--- config.mk ---
export PLATFORM = sky130hd
export DESIGN_NAME = branch_target_gen
export DESIGN_NICKNAME = d
export VERILOG_FILES = /design/src/rtl/branch_target_gen.sv
export SDC_FILE = /design/constraint.sdc
export NUM_CORES = 1
export LEC_CHECK = 0
export BUFFER_PORTS_ARGS = -buffer_cell sky130_fd_sc_hd__buf_2
export CAP_MARGIN = 20
export CORE_ASPECT_RATIO = 1.75
export CORE_UTILIZATION = 37
export DETAILED_ROUTE_END_ITERATION = 10
export SETUP_SLACK_MARGIN = 0.15
export SYNTH_ARGS = -nofsm -noshare
export SYNTH_HDL_FRONTEND = slang
export SYNTH_SLANG_ARGS = --single-unit
--- constraint.sdc ---
create_clock -name clk -period 6.25 [get_ports clk]
set_input_delay 1.25 -clock clk [delete_from_list [all_inputs] [get_ports clk]]
set_output_delay 1.25 -clock clk [all_outputs]
set_load 0.01 [all_outputs]
--- src/rtl/branch_target_gen.sv ---
// branch_target_gen: two-stage valid/ready pipeline that extends and shifts
// an instruction immediate, then forms a branch target and return address.
//
// Ports
//   clk, reset          clock; asynchronous active-high reset
//   in_valid/in_ready   request handshake (imm, pc, mode)
//   mode                00 zero-ext, 01 sign-ext, 10 branch, 11 branch-with-link
//   out_valid/out_ready result handshake
//   ext_imm             extended, shifted immediate (low ADDR_W bits)
//   target              pc+PC_OFFSET+ext_imm for branch modes, else ext_imm
//   link_addr           pc + 4
//   is_link             result came from mode 11
//   overflow            shifted immediate did not fit in ADDR_W
//   branch_count        saturating count of delivered branch results
module branch_target_gen #(
  parameter int IMM_W     = 24,
  parameter int ADDR_W    = 32,
  parameter int SHIFT     = 2,
  parameter int PC_OFFSET = 8
) (
  input  logic              clk,
  input  logic              reset,
  input  logic              in_valid,
  output logic              in_ready,
  input  logic [IMM_W-1:0]  imm,
  input  logic [ADDR_W-1:0] pc,
  input  logic [1:0]        mode,
  output logic              out_valid,
  input  logic              out_ready,
  output logic [ADDR_W-1:0] ext_imm,
  output logic [ADDR_W-1:0] target,
  output logic [ADDR_W-1:0] link_addr,
  output logic              is_link,
  output logic              overflow,
  output logic [15:0]       branch_count
);

  // One extra bit beyond ADDR_W+SHIFT keeps the discarded slice non-empty
  // even when SHIFT is 0; it is always a copy of the extension bit.
  localparam int XW = ADDR_W + SHIFT + 1;
  localparam int DW = XW - ADDR_W;

  // ---------------- S1 combinational extension ----------------
  logic          w_sext;
  logic [XW-1:0] w_ext;
  logic [XW-1:0] w_shl;
  logic [DW-1:0] w_disc;
  logic [DW:0]   w_top;
  logic          w_ovf;

  assign w_sext = (mode != 2'b00);
  assign w_ext  = {{(XW-IMM_W){w_sext & imm[IMM_W-1]}}, imm};
  assign w_shl  = w_ext << SHIFT;
  assign w_disc = w_shl[XW-1:ADDR_W];
  // Signed result fits only if every discarded bit matches the new MSB.
  assign w_top  = {w_disc, w_shl[ADDR_W-1]};
  assign w_ovf  = w_sext ? !((&w_top) || !(|w_top)) : (|w_disc);

  // ---------------- handshake control ----------------
  logic r_s1_valid, r_s2_valid;
  logic w_s2_adv, w_s1_adv, w_s1_open, w_accept;

  assign w_s2_adv  = !r_s2_valid || out_ready;
  assign w_s1_adv  = r_s1_valid && w_s2_adv;
  assign w_s1_open = !r_s1_valid || w_s2_adv;
  assign w_accept  = in_valid && w_s1_open;
  assign in_ready  = !reset && w_s1_open;

  // ---------------- S1 registers ----------------
  logic [ADDR_W-1:0] r_s1_ext, r_s1_pc;
  logic              r_s1_ovf;
  logic [1:0]        r_s1_mode;

  always_ff @(posedge clk or posedge reset) begin
    if (reset) begin
      r_s1_valid <= 1'b0;
      r_s1_ext   <= '0;
      r_s1_pc    <= '0;
      r_s1_ovf   <= 1'b0;
      r_s1_mode  <= 2'b00;
    end else begin
      if (w_s1_open) r_s1_valid <= in_valid;
      // Data only loads on an accepted request so idle-bus X never enters.
      if (w_accept) begin
        r_s1_ext  <= w_shl[ADDR_W-1:0];
        r_s1_pc   <= pc;
        r_s1_ovf  <= w_ovf;
        r_s1_mode <= mode;
      end
    end
  end

  // ---------------- S2 combinational results ----------------
  logic [ADDR_W-1:0] w_tgt, w_link;

  assign w_tgt  = r_s1_mode[1] ? (r_s1_pc + ADDR_W'(PC_OFFSET) + r_s1_ext) : r_s1_ext;
  assign w_link = r_s1_pc + ADDR_W'(4);

  // ---------------- S2 registers ----------------
  logic [ADDR_W-1:0] r_ext, r_tgt, r_link;
  logic              r_link_f, r_ovf, r_br;
  logic [15:0]       r_cnt;

  always_ff @(posedge clk or posedge reset) begin
    if (reset) begin
      r_s2_valid <= 1'b0;
      r_ext      <= '0;
      r_tgt      <= '0;
      r_link     <= '0;
      r_link_f   <= 1'b0;
      r_ovf      <= 1'b0;
      r_br       <= 1'b0;
    end else begin
      if (w_s2_adv) r_s2_valid <= r_s1_valid;
      if (w_s1_adv) begin
        r_ext    <= r_s1_ext;
        r_tgt    <= w_tgt;
        r_link   <= w_link;
        r_link_f <= (r_s1_mode == 2'b11);
        r_ovf    <= r_s1_ovf;
        r_br     <= r_s1_mode[1];
      end
    end
  end

  always_ff @(posedge clk or posedge reset) begin
    if (reset)
      r_cnt <= 16'h0000;
    else if (r_s2_valid && out_ready && r_br && (r_cnt != 16'hFFFF))
      r_cnt <= r_cnt + 16'd1;
  end

  assign out_valid    = r_s2_valid;
  assign ext_imm      = r_ext;
  assign target       = r_tgt;
  assign link_addr    = r_link;
  assign is_link      = r_link_f;
  assign overflow     = r_ovf;
  assign branch_count = r_cnt;

endmodule

==> flow_summary.toml <==
[run_status]
run_status = "finished, final reports clean"

[synthesis]
ys_ff_latch = 170
synth_top_area_share = 0.471
synth_simple_gate_area_share = 0.150
synth-warning-count = 0
synth-compound-area-share = 0.101
synth_top_area_cells = "sky130_fd_sc_hd__dfrtp_1 47%, sky130_fd_sc_hd__ha_1 8.2%, sky130_fd_sc_hd__mux2_2 7.6%, sky130_fd_sc_hd__nand2_1 7.5%, sky130_fd_sc_hd__o21ai_0 4.3%"
syn_inst_count = 896
ys_types = 55
ys_dominant_reg_cell = "sky130_fd_sc_hd__dfrtp_1"
synth_top_family_by_area = "simple AND/OR/NAND/NOR gates"
yosys-mux-area-fraction = 0.100
post_synth.cell_area_avg_um2 = 10.1
synth_sequential_area_ratio = 0.471
xor_xnor_share_of_the_synthesized_area = 0.0630
synth_area_um2 = 9030
async_flop_share = 1.00
synth_edf_count = 0
post_synth_fa_ha_maj_area_fraction = 0.0840
synth_top_cell_by_area = "sky130_fd_sc_hd__dfrtp_1"

[finish]
final_non_filler_cell_total = 1376
area_delta_synth_final_pct = 19.6
fillers = 2359
antenna-diode-count = 0
drive_gt1_frac = 0.267
num-nets-final = 1178

[floorplan]
num_io_pins = 178
floorplan.initialDensity = 0.377
row_count = 75
die_h_um = 209
floorplan.core_area_um2 = 23900
fp.dieW_um = 120
dieArea_um2 = 25100

[timing]
timing.max_slew.rel_slack = 0.457
report.final.hold_viol_count = 0
setup-tns-final_ns = 0
timing.final.setup_violations = 0
rsz0062_at_grt = "false"
timing.final.max_slew_violations = 0
max_freq_mhz = 307
period_minus_slack_ns = 3.26
finClkSkew_ns = 0.00635
max_slew.worst_pin.slew_ns = 0.811
layout_worst_path_cycle_share = 0.522

[cts]
clkSlewWorstSetupHoldPaths_ns = 0.06
numClockSinks = 170
h_tree_level_count = 4
clk_path_buf_depth = 2
cts_tree = "yes"
cts-buffers-inserted = 17
cts_hold_buf = 0
setup_buffers_after_cts = 0
master_cell_of_the_clock_root_buffer = "sky130_fd_sc_hd__clkbuf_16"
cts_resized = 0
clock_insertion_delay_at_the_later_pin_of_the_skew_report_ns = 0.44

[setup_path]
regToRegSetupSlack_ns = 2.99
criticalPathCategory = "reg2reg"
worstSetupStartpointType = "flip-flop"
kind_of_capture_point_of_the_worst_setup_path = "flip-flop"
worstPathRequired_ns = 6.61
arrival_ns = 3.62
worst-path-max-fanout = 4

[global_route]
global_route.usage.met1 = 0.200
track_usage = 0.197
antenna_found_initial = 0
grt_first_pass_wirelength_um = 36700
gr_layer_usage_met2 = 0.379
grt_max_degree = 83
vias_in_the_first_global_route = 6768
grt_remaining_overflow = 0
most_heavily_used_metal_layer_in_global_routing = "met2"
grt_util_met3 = 0.0344

[power]
netSwitchingPower_mw = 1.41
combinationalPowerShare = 0.339
power.clock.fraction = 0.277
power.density_nw_per_um2 = 377
static-leakage-power_nw = 5.27
worst_ir_drop_vdd_uv = 195
p_int_mw = 2.66
seq_power_share = 0.384
power_switching_share = 0.347

[drt]
drc = 0
drt-pass1-iter-count = 4
finalWirelength_um = 23700
detail_route.wl_per_cell_um = 17.2
route.antenna.remaining_nets = 0
number_of_vias_in_the_routed_layout = 6910
dr.first_iter.drc_count = 299
vias_per_cell = 5.02

[place]
detailed_place_hpwl_um = 18000
placedCellCount = 1345
gp_routability_congestion = 0.842
portBuffers = 175

[hold_path]
min_path_type = "reg2reg"

[flow_run]
drv_cap = 0
==> cell usage in the layout (no fill, tap or decap), drive strengths merged, types with 7 or more instances in the layout <==
cell,count
buf,181
nand2,180
dfrtp,170
o21ai,78
mux2,61
ha,59
nand3,33
xnor2,33
xor2,32
a21oi,32
nor2,24
clkbuf,24
mux2i,22
inv,22
and3,15
nand4,9
nor2b,7
==> state kept, by name (all words and copies together), names as in the netlist <==
register / cells
r_br: 1
link_addr: 32
overflow: 1
r_s1_pc: 32
branch_count: 16
out_valid: 1
r_s1_ovf: 1
r_s1_mode: 2
target: 32
ext_imm: 25
is_link: 1
r_s1_ext: 25
r_s1_valid: 1
==> Yosys cell counts, drive strengths merged, types with 24 or more instances <==
cell type / instances
xor2: 32
nor2: 24
o21ai: 78
clkbuf: 24
xnor2: 33
a21oi: 32
nand2: 180
mux2: 61
ha: 59
nand3: 33
dfrtp: 170
==> area by class of cell <==
cell class                      count  area [um^2]  area share
Inverter                           22         87.6     0.00811
Clock buffer                       24          492      0.0455
Sequential cell                   170         4260       0.394
Timing Repair Buffer              181          921      0.0852
Tap cell                          308          385      0.0357
Clock inverter                      7          138      0.0127
Multi-Input combinational cell    664         4530       0.419
==> stage by stage <==
stage          area, um^2   util  power [mW]  hold slack [ns]  setup WS, ns
4_1_cts             10800  0.452        4.13            0.470          2.99
2_1_floorplan        9030      -        2.47            0.430         0.397
3_5_place_dp        10200  0.425        2.98            0.457          2.95
6_report            10800  0.452        4.07            0.467          2.99
3_3_place_gp        10200  0.425        2.96            0.454          2.96
5_1_grt             10800  0.452        4.33            0.489          2.76
==> routing by layer <==
metal	part of all wire	vias to the layer above
met1	0.36	3343
met3	0.027	30
met5	0	-
met4	0.032	0
met2	0.58	129
li1	-	3408
==> power groups by stage <==
stage,sequential (mW),clock [mW],combinational (mW)
floorplan,1.60,0,0.868
global placement,1.58,0,1.37
detailed placement,1.59,0,1.39
CTS,1.57,1.16,1.40
global route,1.59,1.20,1.55
finish,1.56,1.13,1.38
==> path summary, 6_finish.rpt <==
path                             from           end  cells after the start
max reg2reg                r_s1_pc[3]    target[31]                     13
min in group asynchronous       reset    r_s1_valid                      2
max                        r_s1_pc[3]    target[31]                     13
min reg2reg                ext_imm[9]    ext_imm[9]                      2
min                        ext_imm[9]    ext_imm[9]                      2
max in group asynchronous       reset  r_s1_mode[1]                      3
==> cell families after synthesis <==
family	count (synthesis)
xor gates and xnor gates	65
DFF	170
buffers and inverters	63
other	1
muxes	83
AOI/OAI and AO/OA	152
and+or+nand+nor	302
adders and majority gates	60
==> worst max-delay path: stages (launching register included) <==
cell,delay (ns)
sky130_fd_sc_hd__dfrtp_1,0.40
sky130_fd_sc_hd__inv_1,0.06
sky130_fd_sc_hd__ha_1,0.26
sky130_fd_sc_hd__inv_1,0.04
sky130_fd_sc_hd__ha_1,0.23
sky130_fd_sc_hd__fa_1,0.43
sky130_fd_sc_hd__a21oi_1,0.24
sky130_fd_sc_hd__o211ai_1,0.16
sky130_fd_sc_hd__and2_1,0.21
sky130_fd_sc_hd__a21oi_1,0.32
sky130_fd_sc_hd__nand2_1,0.16
sky130_fd_sc_hd__a21oi_1,0.17
sky130_fd_sc_hd__mux2_2,0.35
sky130_fd_sc_hd__a31oi_1,0.15
No activity file was read; power rests on OpenSTA's default activity.
